--- src/rtl/shared_adder_arbiter_pkg.sv ---
// Shared constants and state encoding for the shared adder/comparator arbiter.
package shared_adder_arbiter_pkg;

  localparam int NREQ = 8;
  localparam int ID_W = 3;
  localparam logic [ID_W-1:0] PTR_RESET = 3'd7;

  typedef enum logic [1:0] {
    IDLE = 2'd0,
    EXEC = 2'd1,
    RESP = 2'd2
  } state_t;

endpackage

--- src/rtl/shared_adder_arbiter_rr_pick.sv ---
// Round-robin winner selection: the requester just after ptr has highest priority.
module rr_pick
  import shared_adder_arbiter_pkg::*;
(
  input  logic [NREQ-1:0] req,
  input  logic [ID_W-1:0] ptr,
  output logic [ID_W-1:0] winner,
  output logic            any
);

  logic [ID_W-1:0]   start;
  logic [ID_W-1:0]   offset;
  logic [2*NREQ-1:0] dbl;
  logic [NREQ-1:0]   rot;

  // Rotate so bit 0 of rot is the first requester in the search order.
  assign start = ptr + 3'd1;
  assign dbl   = {req, req};
  assign rot   = dbl[start +: NREQ];

  always_comb begin
    offset = '0;
    for (int i = NREQ - 1; i >= 0; i--) begin
      if (rot[i]) offset = ID_W'(i);
    end
  end

  assign winner = start + offset;
  assign any    = |req;

endmodule

--- src/rtl/shared_adder_arbiter_units.sv ---
// Shared arithmetic units: a wrapping adder and an unsigned magnitude comparator.
module adder #(
  parameter int WIDTH = 32
) (
  input  logic [WIDTH-1:0] a,
  input  logic [WIDTH-1:0] b,
  output logic [WIDTH-1:0] sum
);

  assign sum = a + b;

endmodule

module comparator #(
  parameter int WIDTH = 32
) (
  input  logic [WIDTH-1:0] a,
  input  logic [WIDTH-1:0] b,
  output logic             gt,
  output logic             eq
);

  assign gt = (a > b);
  assign eq = (a == b);

endmodule

--- src/rtl/shared_adder_arbiter.sv ---
// Arbitrates 8 requesters onto one shared adder and comparator, one operation per 3 cycles.
module shared_adder_arbiter
  import shared_adder_arbiter_pkg::*;
#(
  parameter int WIDTH = 32
) (
  input  logic                   clk,
  input  logic                   reset,
  input  logic [NREQ-1:0]        req,
  input  logic [NREQ*WIDTH-1:0]  op_a,
  input  logic [NREQ*WIDTH-1:0]  op_b,
  output logic [NREQ-1:0]        grant,
  output logic                   busy,
  output logic                   result_valid,
  output logic [ID_W-1:0]        result_id,
  output logic [WIDTH-1:0]       result_sum,
  output logic                   result_greater,
  output logic                   result_equal
);

  state_t          state, next_state;
  logic [ID_W-1:0] ptr;
  logic [ID_W-1:0] pick_id;
  logic            pick_any;
  logic [ID_W-1:0] lat_id;
  logic [WIDTH-1:0] lat_a, lat_b;
  logic [WIDTH-1:0] sum;
  logic            gt, eq;

  rr_pick u_pick (
    .req    (req),
    .ptr    (ptr),
    .winner (pick_id),
    .any    (pick_any)
  );

  adder #(.WIDTH(WIDTH)) u_add (
    .a   (lat_a),
    .b   (lat_b),
    .sum (sum)
  );

  comparator #(.WIDTH(WIDTH)) u_cmp (
    .a  (lat_a),
    .b  (lat_b),
    .gt (gt),
    .eq (eq)
  );

  always_ff @(posedge clk or posedge reset) begin
    if (reset) state <= IDLE;
    else       state <= next_state;
  end

  always_comb begin
    next_state = state;
    case (state)
      IDLE:    if (pick_any) next_state = EXEC;
      EXEC:    next_state = RESP;
      RESP:    next_state = IDLE;
      default: next_state = IDLE;
    endcase
  end

  // Grant is a one-cycle pulse; result fields persist until the next EXEC edge.
  always_ff @(posedge clk or posedge reset) begin
    if (reset) begin
      ptr            <= PTR_RESET;
      lat_id         <= '0;
      lat_a          <= '0;
      lat_b          <= '0;
      grant          <= '0;
      result_valid   <= 1'b0;
      result_id      <= '0;
      result_sum     <= '0;
      result_greater <= 1'b0;
      result_equal   <= 1'b0;
    end else begin
      grant <= '0;
      case (state)
        IDLE: begin
          if (pick_any) begin
            lat_id <= pick_id;
            lat_a  <= op_a[int'(pick_id)*WIDTH +: WIDTH];
            lat_b  <= op_b[int'(pick_id)*WIDTH +: WIDTH];
            grant  <= NREQ'(1) << pick_id;
          end
        end
        EXEC: begin
          result_valid   <= 1'b1;
          result_id      <= lat_id;
          result_sum     <= sum;
          result_greater <= gt;
          result_equal   <= eq;
        end
        RESP: begin
          result_valid <= 1'b0;
          ptr          <= lat_id;
        end
        default: ;
      endcase
    end
  end

  assign busy = (state != IDLE);

endmodule
--- config.mk ---
export PLATFORM = sky130hd
export DESIGN_NAME = shared_adder_arbiter
export DESIGN_NICKNAME = d
export VERILOG_FILES = /design/src/rtl/shared_adder_arbiter_pkg.sv /design/src/rtl/shared_adder_arbiter_rr_pick.sv /design/src/rtl/shared_adder_arbiter_units.sv /design/src/rtl/shared_adder_arbiter.sv
export SDC_FILE = /design/constraint.sdc
export NUM_CORES = 1
export LEC_CHECK = 0
export CAP_MARGIN = 10
export CORE_AREA = 2 2 222 224
export CTS_CLUSTER_DIAMETER = 120
export DETAILED_ROUTE_END_ITERATION = 10
export DIE_AREA = 0 0 224 226
export SETUP_SLACK_MARGIN = 0.3
export SKIP_CTS_REPAIR_TIMING = 1
export SLEW_MARGIN = 20
export SYNTH_ARGS = -nofsm -noshare
export SYNTH_HDL_FRONTEND = slang
export SYNTH_HIERARCHICAL = 1
export SYNTH_SLANG_ARGS = --single-unit
export TNS_END_PERCENT = 20
--- constraint.sdc ---
create_clock -name clk -period 6.2 [get_ports clk]
set_input_delay 0.93 -clock clk [delete_from_list [all_inputs] [get_ports clk]]
set_output_delay 0.93 -clock clk [all_outputs]
set_load 0.1 [all_outputs]
==> results.json <==
{
  "status": "completed",
  "cap_violations": 0,
  "drive_above_1_share": 0.154,
  "syn_inst": 1178,
  "crit_chain": "clkdlybuf4s50_1, mux4_1, nand2b_1, a2111oi_1, nor3_1, o31ai_1, ha_1, inv_1, fa_1, inv_8, buf_12, mux2i_1, a22o_1, o31ai_2",
  "drv_slew": 0,
  "timing_hold_violations_final": 0,
  "crit_path_start_kind": "input pin",
  "max_slew.worst_pin.slew_ns": 1.07,
  "synth_area_leaders": "dfrtp_1 (25%), mux2_2 (14%), mux2i_1 (11%)",
  "max_freq_mhz": 192,
  "syn2layout_area_growth_pct": 58.9,
  "arrival_ns": 5.50,
  "slew_headroom": 0.284,
  "hpwlAfterDp_microns": 42600,
  "track_usage": 0.196,
  "synth-edff-count": 0,
  "met3_usage": 0.0338,
  "fin_skew_ns": 0.0133,
  "place_congestion": 0.913,
  "finalCritPeriodShare": 0.839,
  "worst-path-max-fanout": 59,
  "grt-ovfl-total": 0,
  "wl_per_cell_microns": 22.0,
  "cts_made_buffers": 17,
  "grt_use_met2": 0.344,
  "final.min_clock_period_ns": 5.20,
  "die_y_microns": 226,
  "yosys_warnings": 6,
  "grt.busiest_layer": "met2",
  "antenna_found_initial": 4,
  "use_met1": 0.250,
  "synth_area_leader_cell": "dfrtp_1",
  "nFillCells": 4794,
  "synth_top_area_frac": 0.246,
  "initial_utilization": 0.242,
  "fin_tns_setup_ns": 0,
  "syn_nets": 1771,
  "reg2reg_setup_slack_ns": 1.05,
  "placedCellCount": 2303,
  "synth_ff_type": "dfrtp_1",
  "crit_path_max_incr_delay_ns": 0.59,
  "portBuffers": 568,
  "grt_pass1_wl_microns": 74300,
  "coreArea_sq_mm": 0.0483,
  "num_rows": 81,
  "cp_slowest_cell": "a2111oi_1",
  "routed_wl_microns": 51300,
  "cts_htree_levels": 4,
  "io_pins": 569,
  "postLayoutCoreUtil": 0.384,
  "drt_first_pass_iters": 5,
  "yosysSeqAreaShare": 0.253,
  "final_common_cell": "clkdlybuf4s50_1",
  "fin_cells": 2337,
  "cts.path.max_buffers": 2,
  "hp-class": "reg2reg",
  "clock_sinks": 118,
  "grt_max_degree": 115,
  "drt_iter0_drc": 544,
  "cts-root-buf": "clkbuf_16",
  "die_area_sq_mm": 0.0506,
  "crit_required_ns": 6.50,
  "die_x_microns": 224,
  "end_kind": "register",
  "ys_seq_elements": 118,
  "placed_area_sq_mm": 0.0179,
  "rsz0062_at_grt": "no",
  "vias": 11600,
  "detail-route-antenna-nets": 0,
  "grt_pass1_vias": 11900,
  "vias_per_cell": 4.96,
  "synth_area_sq_mm": 0.0117,
  "synth_cell_type_count": 71,
  "fin_area_sq_mm": 0.0186,
  "layout_common_cells": "clkdlybuf4s50_1 (568), mux2_2 (146), mux2i_1 (131)",
  "syn_area_per_cell_sq_um": 9.91,
  "crit_type": "in2reg",
  "path_clk_slew_ns": 0.06,
  "drc": 0,
  "async_reset_ff_frac": 1.00,
  "setup_viol": 0,
  "clk_latency_ns": 0.44,
  "cts_tree": "done",
  "nets": 2293
}
-- critical path: cells and delay by family --
family                     cells  cell delay, ns
adders and majority gates      2            0.73
buffers and inverters          4            1.32
muxes                          2            1.02
AOI/OAI and AO/OA              4            1.13
and+or+nand+nor                2            0.29
-- final cells by class --
cell class                      instances  area, sq um  share of cell area
Inverter                               48          193              0.0104
Tap cell                              622          778              0.0419
Clock buffer                           23          488              0.0263
Multi-Input combinational cell        924         8070               0.435
Clock inverter                          9          123             0.00661
Antenna cell                            2         5.00            0.000270
Timing Repair Buffer                  591         5950               0.320
Sequential cell                       118         2960               0.159
-- per-layer routing --
metal	wire length (microns)	vias to the layer above
met5	13	-
met4	777	2
met3	2690	42
met2	25500	434
met1	22400	5545
li1	-	5558
-- metrics by stage --
stage / setup WS [ns] / hold WS (ns)
final: 0.996 / 0.504
after global routing: 0.786 / 0.524
after CTS: 1.10 / 0.508
after detailed placement: 0.600 / 0.495
after global placement: 0.675 / 0.491
after floorplan: 2.04 / 0.458
-- Yosys cell counts (32+ instances only) --
cell type	instances
clkbuf_1	38
mux2_2	146
nand2_1	91
a21oi_1	39
mux2i_1	131
o22ai_1	65
o31ai_2	32
ha_1	69
inv_1	48
o31ai_1	36
dfrtp_1	115
a22o_1	65
-- path summary, 6_finish.rpt --
path                         startpoint      endpoint  cells past startpoint
setup reg to reg                 ptr[0]     lat_a[24]                     14
min in group asynchronous         reset      grant[6]                      2
setup / recovery                 req[5]     lat_a[24]                     14
hold / removal             result_id[2]  result_id[2]                      1
hold reg to reg            result_id[2]  result_id[2]                      1
max in group asynchronous         reset     lat_b[19]                      3
-- sequential cells by signal, indices dropped and copies added, names as in the netlist --
name,count
lat_a,32
lat_b,32
result_sum,32
grant,8
lat_id,3
ptr,3
result_id,3
state,2
result_equal,1
result_greater,1
result_valid,1
-- logic make-up (layout without fill, tap and decap cells) --
kind of cell | Yosys count | after routing | synth area share
mux | 309 | 309 | 0.294
fa+ha+maj | 72 | 72 | 0.0783
xor+xnor | 30 | 30 | 0.0225
compound gates | 322 | 322 | 0.216
simple gates | 191 | 191 | 0.0782
other cells | 0 | 2 | 0
flops | 118 | 118 | 0.253
buf+inv | 136 | 671 | 0.0585
Power is not shown: default switching activity piles up to over one toggle a cycle in this logic, so the estimate is an artifact.
